**src/rtl/wb_ram_arbiter.sv**
```systemverilog
//------------------------------------------------------------------------------
// Module   : wb_ram_arbiter
// Function : three-master round-robin Wishbone arbiter with slave-response timeout
// Revision : 1.0
//------------------------------------------------------------------------------
`default_nettype none

module wb_ram_arbiter #(
  parameter int AW      = 32,
  parameter int DW      = 32,
  parameter int TIMEOUT = 255
) (
  input  logic              wb_clk_i,
  input  logic              wb_rst_i,
  // master side, master n in slice n
  input  logic [3*AW-1:0]   m_adr_i,
  input  logic [3*DW-1:0]   m_dat_i,
  input  logic [3*DW/8-1:0] m_sel_i,
  input  logic [2:0]        m_we_i,
  input  logic [2:0]        m_cyc_i,
  input  logic [2:0]        m_stb_i,
  input  logic [8:0]        m_cti_i,
  input  logic [5:0]        m_bte_i,
  output logic [3*DW-1:0]   m_dat_o,
  output logic [2:0]        m_ack_o,
  output logic [2:0]        m_err_o,
  output logic [2:0]        m_rty_o,
  // slave side
  output logic [AW-1:0]     s_adr_o,
  output logic [DW-1:0]     s_dat_o,
  output logic [DW/8-1:0]   s_sel_o,
  output logic              s_we_o,
  output logic              s_cyc_o,
  output logic              s_stb_o,
  output logic [2:0]        s_cti_o,
  output logic [1:0]        s_bte_o,
  input  logic [DW-1:0]     s_dat_i,
  input  logic              s_ack_i,
  input  logic              s_err_i,
  input  logic              s_rty_i
);

  localparam int          c_sw      = DW / 8;
  localparam logic [15:0] c_timeout = 16'(TIMEOUT);

  typedef enum logic [0:0] {
    ST_IDLE = 1'b0,
    ST_BUSY = 1'b1
  } state_t;

  state_t      r_state;
  logic [1:0]  r_grant;
  logic [1:0]  r_last;
  logic [15:0] r_cnt;

  logic        w_busy;
  logic        w_gcyc;
  logic        w_gstb;
  logic        w_term;
  logic        w_abort;
  logic [1:0]  w_c0;
  logic [1:0]  w_c1;
  logic [1:0]  w_c2;
  logic [1:0]  w_sel;

  // Reset gates the bus immediately, even in the cycle it is first asserted.
  assign w_busy  = (r_state == ST_BUSY) && !wb_rst_i;
  assign w_gcyc  = m_cyc_i[r_grant];
  assign w_gstb  = m_stb_i[r_grant];
  assign w_term  = s_ack_i | s_err_i | s_rty_i;
  assign w_abort = w_busy & w_gcyc & w_gstb & ~w_term & (r_cnt == c_timeout);

  // Round-robin candidate order starting just after the last owner.
  assign w_c0 = (r_last == 2'd2) ? 2'd0 : r_last + 2'd1;
  assign w_c1 = (w_c0 == 2'd2) ? 2'd0 : w_c0 + 2'd1;
  assign w_c2 = (w_c1 == 2'd2) ? 2'd0 : w_c1 + 2'd1;

  always_comb begin
    if (m_cyc_i[w_c0])
      w_sel = w_c0;
    else if (m_cyc_i[w_c1])
      w_sel = w_c1;
    else
      w_sel = w_c2;
  end

  always_comb begin
    s_adr_o = '0;
    s_dat_o = '0;
    s_sel_o = '0;
    s_we_o  = 1'b0;
    s_cti_o = '0;
    s_bte_o = '0;
    for (int i = 0; i < 3; i++) begin
      if (r_grant == 2'(i)) begin
        s_adr_o = m_adr_i[i*AW +: AW];
        s_dat_o = m_dat_i[i*DW +: DW];
        s_sel_o = m_sel_i[i*c_sw +: c_sw];
        s_we_o  = m_we_i[i];
        s_cti_o = m_cti_i[i*3 +: 3];
        s_bte_o = m_bte_i[i*2 +: 2];
      end
    end
  end

  assign s_cyc_o = w_busy & w_gcyc;
  assign s_stb_o = w_busy & w_gstb & ~w_abort;
  assign m_dat_o = {3{s_dat_i}};

  always_comb begin
    m_ack_o = '0;
    m_err_o = '0;
    m_rty_o = '0;
    if (w_busy) begin
      m_ack_o[r_grant] = s_ack_i;
      m_err_o[r_grant] = s_err_i | w_abort;
      m_rty_o[r_grant] = s_rty_i;
    end
  end

  always_ff @(posedge wb_clk_i) begin
    if (wb_rst_i) begin
      r_state <= ST_IDLE;
      r_grant <= 2'd0;
      r_last  <= 2'd2;
      r_cnt   <= '0;
    end else begin
      case (r_state)
        ST_IDLE: begin
          r_cnt <= '0;
          if (|m_cyc_i) begin
            r_state <= ST_BUSY;
            r_grant <= w_sel;
          end
        end
        ST_BUSY: begin
          if (!w_gcyc) begin
            r_state <= ST_IDLE;
            r_last  <= r_grant;
            r_cnt   <= '0;
          end else if (w_term || w_abort) begin
            r_cnt <= '0;
          end else if (w_gstb) begin
            r_cnt <= r_cnt + 16'd1;
          end
        end
        default: r_state <= ST_IDLE;
      endcase
    end
  end

endmodule

`default_nettype wire

```
**config.mk**
```make
export PLATFORM = sky130hd
export DESIGN_NAME = wb_ram_arbiter
export DESIGN_NICKNAME = d
export VERILOG_FILES = /design/src/rtl/wb_ram_arbiter.sv
export SDC_FILE = /design/constraint.sdc
export NUM_CORES = 1
export LEC_CHECK = 0
export BUFFER_PORTS_ARGS = -buffer_cell sky130_fd_sc_hd__buf_2
export CORE_AREA = 2 2 173 175
export CTS_BUF_LIST = sky130_fd_sc_hd__clkbuf_4 sky130_fd_sc_hd__clkbuf_8
export CTS_CLUSTER_SIZE = 40
export DETAILED_ROUTE_END_ITERATION = 16
export DIE_AREA = 0 0 175 177
export GPL_TIMING_DRIVEN = 0
export PLACE_DENSITY = 0.48
export SLEW_MARGIN = 10
export SYNTH_ARGS = -nofsm -noshare
export SYNTH_HDL_FRONTEND = slang
export SYNTH_SLANG_ARGS = --single-unit
```
**constraint.sdc**
```tcl
create_clock -name wb_clk_i -period 3.7 [get_ports wb_clk_i]
set_input_delay 1.11 -clock wb_clk_i [delete_from_list [all_inputs] [get_ports wb_clk_i]]
set_output_delay 1.11 -clock wb_clk_i [all_outputs]
set_load 0.02 [all_outputs]
```
==> results.yml, run 1 <==
clock_tree:
  cts_made_buffers: 3
  cts_tree: "done"
  clk_pin_slew_worst_paths_ns: 0.08
  cts_sinks: 21
  cts_post_setup_buffers_inserted: 0
  clock_latency_ns: 0.26
  h-tree-depth: 1
  cts_max_path_buffers: 2
  cts_root_buf: "clkbuf_8"
logic_synthesis:
  syn_area_per_cell_um2: 7.081
  netlist_instances: 505
  synth_nets: 771
  synthMuxAreaShare_pct: 21.27
  synth_async_sr_flop_share_pct: 0
  syn_area_mm2: 0.003576
  synthAdderAreaFrac_pct: 0.3499
  synth_xor_area_share_pct: 0.7348
  yosysUniqueCellTypes: 48
  synth_top_area_share_pct: 21.27
  synth_compound_area_share_pct: 17.32
  synth_area_leaders: "mux2i_1 (21%), buf_4 (20%), dfxtp_1 (12%)"
  ys_ff_latch: 21
  synth_top_family_by_area: "buffers and inverters"
  synthSimpleGateAreaFrac_pct: 22.60
  synth_top_cell_by_area: "mux2i_1"
  yosys_warnings: 0
  synth_common_cells: "buf_4 (96), nand2_1 (90), o21ai_0 (77)"
  ys.flop_type: "dfxtp_1"
  synth-edff-count: 0
  yosysSeqAreaShare_pct: 11.76
  synthMostInstantiatedCell: "buf_4"
route:
  vias_per_cell: 3.834
  drcViolationCount: 0
  drt_pre_antenna_iters: 4
  post_drt_wl_per_cell_um: 15.45
  ant_nets: 0
  drt_iter0_markers: 181
  via_count: 5030
  wl_um: 20280
finish:
  nets: 1189
  area_growth_pct: 72.88
  drive_gt1_share_pct: 58.57
  finish.utilization_pct: 21.14
  nFillCells: 3346
  diodes: 0
place:
  place_hpwl_um: 17460
  pre_cts_slack_ns: -0.04379
  port-buffer-count: 413
  gp_congestion: 0.8236
setup_path:
  max_stage_delay_ns: 0.58
  regToRegStartpoint: "r_grant[1]$_SDFFE_PP0P_"
  path_max_fanout: 10
  r2r-end: "r_cnt[14]$_SDFFE_PP0P_"
  endpoint_kind: "output pin"
  worstSetupPathType: "in -> out"
  rr_worst_depth: 6
  slowest_stage: "o2bb2ai_2"
  cp.required_ns: 2.59
  cp.arrival_ns: 2.49
  cp-start-kind: "input pin"
  reg2reg_slack_ns: 1.69
  crit_chain: "buf_2 -> mux2i_1 -> o2bb2ai_2 -> a31oi_4 -> nor2_1 -> buf_2"
  crit_top_cell: "buf_2"
min_path:
  hp-start: "r_last[0]$_SDFFE_PP0P_"
  holdPathEnd: "r_last[0]$_SDFFE_PP0P_"
  hp-class: "reg -> reg"
  min_path_cells: 2
timing:
  fmax_mhz: 278.0
  hold_viol_final: 0
  max_slew.worst_pin.slew_ns: 0.7777
  setup_violations: 0
  tns_ns: 0
  finalCritPeriodShare_pct: 97.23
  clock_skew_ns: 0.009885
  slew_headroom_pct: 48.16
  rsz0062_at_grt: "yes"
  final-max-slew-violation-count: 0
  finalCriticalPeriod_ns: 3.597
  setup_slack_ns: 0.1026
floorplan:
  rows: 63
  start_util_pct: 12.23
  die_y_um: 177
  dieArea_mm2: 0.03098
  core_mm2: 0.02924
  die_w_um: 175
  pin_count: 446
pwr:
  p_leak_nw: 3.036
  p_per_area_mw_per_mm2: 257.8
  p_total_w: 0.001594
  ir_drop_uv: 127.4
global_route:
  antenna_found_initial: 0
  track_usage_pct: 11.65
  grt_pass1_wl_um: 27830
  globalRoute.totalOverflow: 0
  grt_pass1_vias: 4640
  grt_max_degree: 12
run:
  cap_violations: 0
status:
  status: "complete, no violations"
[state kept, by name, summed over array words and instances (netlist names)]
signal   flops
r_cnt       16
r_grant      2
r_last       2
r_state      1
[layout make-up]
type                            instances  area (um2)  share of cell area (%)
Buffer                                127       920.9                   14.90
Sequential cell                        21       420.4                   6.800
Tap cell                              390       488.0                   7.893
Clock buffer                            4       48.80                  0.7893
Multi-Input combinational cell        355        2230                   36.07
Inverter                                2       7.507                  0.1214
Timing Repair Buffer                  413        2067                   33.43
[critical path: cells and delay by family]
kind | cells | cell delay, ns
multiplexers | 1 | 0.13
buffers and inverters | 2 | 0.29
AO/OA/AOI/OAI | 2 | 0.75
AND/OR/NAND/NOR | 1 | 0.21
[kinds of logic (layout without fill, tap and decap cells)]
family | Yosys count | in the layout
fa+ha+maj | 1 | 1
compound gates | 108 | 108
mux | 76 | 76
buf+inv | 129 | 546
simple gates | 167 | 167
xor+xnor | 3 | 3
flops | 21 | 21
[report_power, final]
part | total [W] | leakage [nW] | switching [W] | internal [W]
combinational | 0.00119 | 2.84 | 0.000733 | 0.000456
sequential | 0.000239 | 0.170 | 0.00000595 | 0.000233
clock | 0.000166 | 0.0262 | 0.0000819 | 0.0000841
[per-layer routing]
metal  share of wire [%]  global-route usage (%)
met1                  43                   15.26
met2                  50                   21.10
met3                 7.1                   1.826
met4               0.020                  0.4514
met5                   0                       0
[per-stage QoR]
step | std cells | hold slack (ns) | area [um2]
after floorplan | 505 | 0.4252 | 3576
after global placement | 1308 | 0.4425 | 6131
after detailed placement | 1308 | 0.4597 | 6131
after CTS | 1312 | 0.4713 | 6182
after global routing | 1312 | 0.5060 | 6182
final | 1312 | 0.4640 | 6182
[placed cells by master (no fill, tap or decap), types with 2 or more instances in the layout]
cell type | netlist | layout
buf_2 | 8 | 421
buf_4 | 96 | 96
nand2_1 | 90 | 90
o21ai_0 | 77 | 77
mux2i_1 | 76 | 76
dfxtp_1 | 21 | 21
nor2_1 | 17 | 17
clkbuf_1 | 14 | 14
a21oi_1 | 14 | 14
nand3_1 | 12 | 12
nor3_1 | 9 | 9
clkbuf_8 | 5 | 8
and3_1 | 6 | 6
nand4_1 | 5 | 5
nor4b_1 | 3 | 3
xor2_1 | 3 | 3
a31oi_1 | 3 | 3
nor4_1 | 3 | 3
nor2b_1 | 3 | 2
buf_1 | 2 | 2
nand2b_1 | 2 | 2
nand3b_1 | 2 | 2
o21ai_2 | 2 | 2
or4_1 | 2 | 2
and4_1 | 2 | 2
and3_2 | 2 | 2
inv_1 | 2 | 2
o22ai_1 | 2 | 2
o31ai_1 | 2 | 2
or3_1 | 2 | 2
[what timing repair did]
action / in CTS / in global routing
gates resized for setup: 1 / 0
gates cloned: 0 / 0
setup endpoints to repair: 1 / 2
endpoints found under the hold margin: 0 / 0
hold buffers: 0 / 0
[worst max path at each step]
stage               start         end  slack [ns]  cells after the start
6_report       m_stb_i[2]  m_err_o[2]        0.10                      6
5_1_grt        m_stb_i[0]  m_err_o[2]       -0.03                      6
4_1_cts        m_stb_i[2]  m_err_o[2]        0.03                      6
3_5_place_dp     wb_rst_i  m_err_o[2]       -0.04                      6
3_3_place_gp     wb_rst_i  m_err_o[2]       -0.08                      6
2_1_floorplan  m_cyc_i[2]  m_err_o[0]        0.43                      5
No activity file was read; power rests on OpenSTA's default activity.
==> run 2: changes to the inputs <==
- PLACE_DENSITY: 0.48 -> not set
==> results.yml, run 2 (synthesis gave the netlist of run 1 again) <==
setup_path:
  cp.arrival_ns: 2.43
  regToRegStartpoint: "r_grant[0]$_SDFFE_PP0P_"
  cp-startpoint: "m_cyc_i[0]"
  path_max_fanout: 6
  endpoint_kind: "output pin"
  cp-start-kind: "input pin"
  worstSetupPathType: "in -> out"
  cp.required_ns: 2.59
timing:
  finalCritPeriodShare_pct: 95.57
  tns_ns: 0
  setup_violations: 0
  whs_ns: 0.4726
  max_slew.worst_pin.slew_ns: 0.7583
  final-max-slew-violation-count: 0
  rsz0062_at_grt: "no"
  finalCriticalPeriod_ns: 3.536
  hold_viol_final: 0
  fmax_mhz: 282.8
  slew_headroom_pct: 49.45
  clock_skew_ns: 0.004950
  setup_slack_ns: 0.1638
clock_tree:
  clk_pin_slew_worst_paths_ns: 0.08
  h-tree-depth: 1
  cts_max_path_buffers: 2
  clock_latency_ns: 0.26
  postCtsHoldBufs: 0
  postCtsResizedCells: 0
  cts_root_buf: "clkbuf_8"
  cts_tree: "done"
  cts_sinks: 21
  cts_post_setup_buffers_inserted: 0
  cts_made_buffers: 3
global_route:
  use_met3_pct: 1.675
  grt.busiest_layer: "met2"
  antenna_found_initial: 1
  use_met2_pct: 20.17
  globalRoute.totalOverflow: 0
  grt_pass1_vias: 4544
  grt_pass1_wl_um: 26390
  track_usage_pct: 11.09
  use_met1_pct: 13.79
  grt_max_degree: 13
finish:
  largest_reg_flops: 16
  drive_gt1_share_pct: 58.68
  seq_area_um2: 420.4
  final_common_cell: "buf_2"
  nets: 1189
  reg_top3: "r_cnt x16, r_grant x2, r_last x2"
  nFillCells: 3327
  final_cell_mix: "buf_2 (421), buf_4 (96), nand2_1 (90)"
  multi_input_area_mm2: 0.002233
  area_growth_pct: 72.99
  top_register: "r_cnt"
route:
  drt_iter0_markers: 178
  via_count: 4996
  wl_um: 19420
  vias_per_cell: 3.805
  drt_pre_antenna_iters: 6
  ant_nets: 0
  drcViolationCount: 0
  post_drt_wl_per_cell_um: 14.79
status:
  status: "complete, no violations"
floorplan:
  rows: 63
  core_mm2: 0.02924
  die_y_um: 177
  die_w_um: 175
  dieArea_mm2: 0.03098
  start_util_pct: 12.23
  pin_count: 446
place:
  place_hpwl_um: 17000
  port-buffer-count: 413
  pre_cts_slack_ns: 0.01765
  gp_congestion: 0.9091
pwr:
  ir_drop_uv: 128.4
  p_leak_nw: 3.037
  p_per_area_mw_per_mm2: 253.8
min_path:
  hp-class: "reg -> reg"
  hp-start: "r_last[0]$_SDFFE_PP0P_"
run:
  cap_violations: 0
[run 2: cell count changes in the layout (fill, tap and decap cells not counted), sizes merged]
cell | previous run | this run
clkbuf | 23 | 22
clkinv | 0 | 1
diode | 0 | 1
[run 2: metal layers]
layer | vias up | wire (um)
met4 | 0 | 344
met2 | 255 | 9833
met1 | 2217 | 7895
li1 | 2506 | -
met3 | 18 | 1341
met5 | - | 0
[run 2: per-stage QoR]
stage / power (W) / cells / util, % / instance area (um2)
5_1_grt: 0.001677 / 1312 / 21.14 / 6183
6_report: 0.001570 / 1313 / 21.15 / 6186
2_1_floorplan: 0.0009444 / 505 / - / 3576
3_5_place_dp: 0.001438 / 1308 / 20.96 / 6131
3_3_place_gp: 0.001433 / 1308 / 20.96 / 6131
4_1_cts: 0.001595 / 1312 / 21.12 / 6177
[run 2: cell type report]
| cell class | instances | share of cell area, % |
|---|---|---|
| multi-input cells | 355 | 36.10 |
| inverters | 2 | 0.1214 |
| clock buffers | 3 | 0.6675 |
| well taps | 390 | 7.888 |
| flip-flops and latches | 21 | 6.796 |
| clock inverters | 1 | 0.08091 |
| diodes | 1 | 0.04045 |
| plain buffers | 127 | 14.89 |
| repair buffers | 413 | 33.41 |
[run 2: where the power goes]
part           leakage [nW]  internal [W]  total (W)  switching, W
combinational          2.84      0.000456    0.00118      0.000722
clock                0.0255     0.0000751   0.000153     0.0000782
sequential            0.170      0.000233   0.000239    0.00000607
[run 2: worst paths after layout]
kind,slack (ns),endpoint,cells past startpoint
min,0.47,r_last[0]$_SDFFE_PP0P_,2
max reg2reg,1.76,r_cnt[12]$_SDFFE_PP0P_,6
max,0.16,m_err_o[0],7
min reg2reg,0.47,r_last[0]$_SDFFE_PP0P_,2
[run 2: worst max-delay path, stage by stage]
cell and delay (ns):
buf_2 0.11, mux2i_1 0.11, o21ai_2 0.28, and3_1 0.29, a31oi_4 0.12, nor4_2 0.17
buf_2 0.21
==> run 3: changes to the inputs <==
- PLACE_DENSITY: not set -> 0.41
==> results.yml, run 3 (synthesis gave the netlist of run 1 again) <==
status:
  status: "complete, no violations"
finish:
  top_register: "r_cnt"
  finish.utilization_pct: 21.23
  area_growth_pct: 73.62
  final_cell_mix: "buf_2 (421), buf_4 (97), nand2_1 (90)"
  drive_gt1_share_pct: 58.94
  largest_reg_flops: 16
  final_common_cell: "buf_2"
  fin_cells: 1313
  reg_top3: "r_cnt x16, r_grant x2, r_last x2"
  fin_area_mm2: 0.006208
  diodes: 0
  nets: 1190
setup_path:
  cp.arrival_ns: 2.49
  critPathBufInv: 3
  path_max_fanout: 10
  cp-start-kind: "input pin"
  crit_top_cell: "buf_2"
  cpLargestDelayFamily: "buffers and inverters"
  max_stage_delay_ns: 0.34
  slowest_stage: "a2bb2oi_4"
  cp-startpoint: "m_stb_i[2]"
  worstSetupPathType: "in -> out"
  cp.required_ns: 2.59
  endpoint_kind: "output pin"
  crit_chain: "buf_2 -> mux2i_2 -> a2bb2oi_4 -> buf_2 -> nor3_1 -> buf_2"
  regToRegStartpoint: "r_grant[1]$_SDFFE_PP0P_"
route:
  drcViolationCount: 0
  vias_per_cell: 3.775
  ant_nets: 0
  post_drt_wl_per_cell_um: 15.79
  wl_um: 20730
  via_count: 4957
  drt_pre_antenna_iters: 4
  drt_iter0_markers: 209
place:
  post_dp_cell_area_mm2: 0.006131
  place_hpwl_um: 17840
  placed_cells: 1308
  gp_congestion: 0.7714
  port-buffer-count: 413
run:
  cap_violations: 0
global_route:
  antenna_found_initial: 1
  grt_pass1_vias: 4614
  grt_pass1_wl_um: 27930
  globalRoute.totalOverflow: 0
  grt_max_degree: 14
  track_usage_pct: 11.78
clock_tree:
  cts_root_buf: "clkbuf_8"
  cts_sinks: 21
  clk_pin_slew_worst_paths_ns: 0.09
  h-tree-depth: 1
  cts_tree: "done"
  clock_latency_ns: 0.27
  cts_max_path_buffers: 2
  cts_made_buffers: 3
timing:
  whs_ns: 0.4645
  clock_skew_ns: 0.004744
  rsz0062_at_grt: "no"
  setup_violations: 0
  finalCritPeriodShare_pct: 97.22
  fmax_mhz: 278.0
  max_slew.worst_pin.slew_ns: 0.7919
  finalCriticalPeriod_ns: 3.597
  hold_viol_final: 0
  slew_headroom_pct: 47.21
  final-max-slew-violation-count: 0
floorplan:
  start_util_pct: 12.23
  rows: 63
  die_w_um: 175
  core_mm2: 0.02924
  die_y_um: 177
  pin_count: 446
  dieArea_mm2: 0.03098
pwr:
  p_per_area_mw_per_mm2: 256.4
  ir_drop_uv: 111.7
  p_leak_nw: 3.047
min_path:
  hp-class: "reg -> reg"
  hp-start: "r_last[0]$_SDFFE_PP0P_"
## run 3: layout make-up
| cell class | count | area (um2) |
|---|---|---|
| Sequential cell | 21 | 420.4 |
| Timing Repair Buffer | 414 | 2074 |
| Clock buffer | 3 | 41.29 |
| Fill cell | 3366 | 23040 |
| Multi-Input combinational cell | 355 | 2246 |
| Tap cell | 390 | 488.0 |
| Clock inverter | 1 | 7.507 |
| Buffer | 127 | 923.4 |
| Inverter | 2 | 7.507 |
## run 3: tightest hold or removal path: cells and delay by family, from the launching register on
family / cells / cell delay (ns)
AND/OR/NAND/NOR: 1 / 0.05
flip-flops: 1 / 0.32
AO/OA/AOI/OAI: 1 / 0.06
## run 3: worst paths after layout
kind	slack (ns)	depth (start not counted)	end
max	0.10	6	s_stb_o
min	0.46	2	r_last[0]$_SDFFE_PP0P_
max reg2reg	1.78	7	r_cnt[0]$_SDFFE_PP0P_
min reg2reg	0.46	2	r_last[0]$_SDFFE_PP0P_
## run 3: power breakdown
part / total, W / internal, W / switching (W)
logic: 0.00119 / 0.000461 / 0.000728
clock network: 0.000165 / 0.0000763 / 0.0000884
registers: 0.000238 / 0.000233 / 0.00000569
total: 0.00159 / 0.000770 / 0.000822
## run 3: metal layers
metal,GRT usage (%),vias up,part of all wire (%)
li1,-,2512,-
met4,1.458,2,0.94
met2,21.94,220,52
met1,14.61,2209,41
met3,1.804,14,6.5
met5,0,-,0.063
## run 3: stage by stage
step                      worst slack [ns]  setup TNS (ns)  total power, W
after global routing               0.01491               0        0.001693
final                               0.1029               0        0.001592
after CTS                          0.02541               0        0.001615
after detailed placement           -0.1161         -0.1161        0.001443
after global placement             -0.1222         -0.1222        0.001440
after floorplan                     0.4308               0       0.0009444
## run 3: timing repair
| action | CTS | global route |
|---|---|---|
| gates resized for setup | 1 | 4 |
| setup buffers | 1 | 0 |
| endpoints found under the setup margin | 1 | 2 |
| pin swaps | 1 | 0 |
| hold buffers | 0 | 0 |
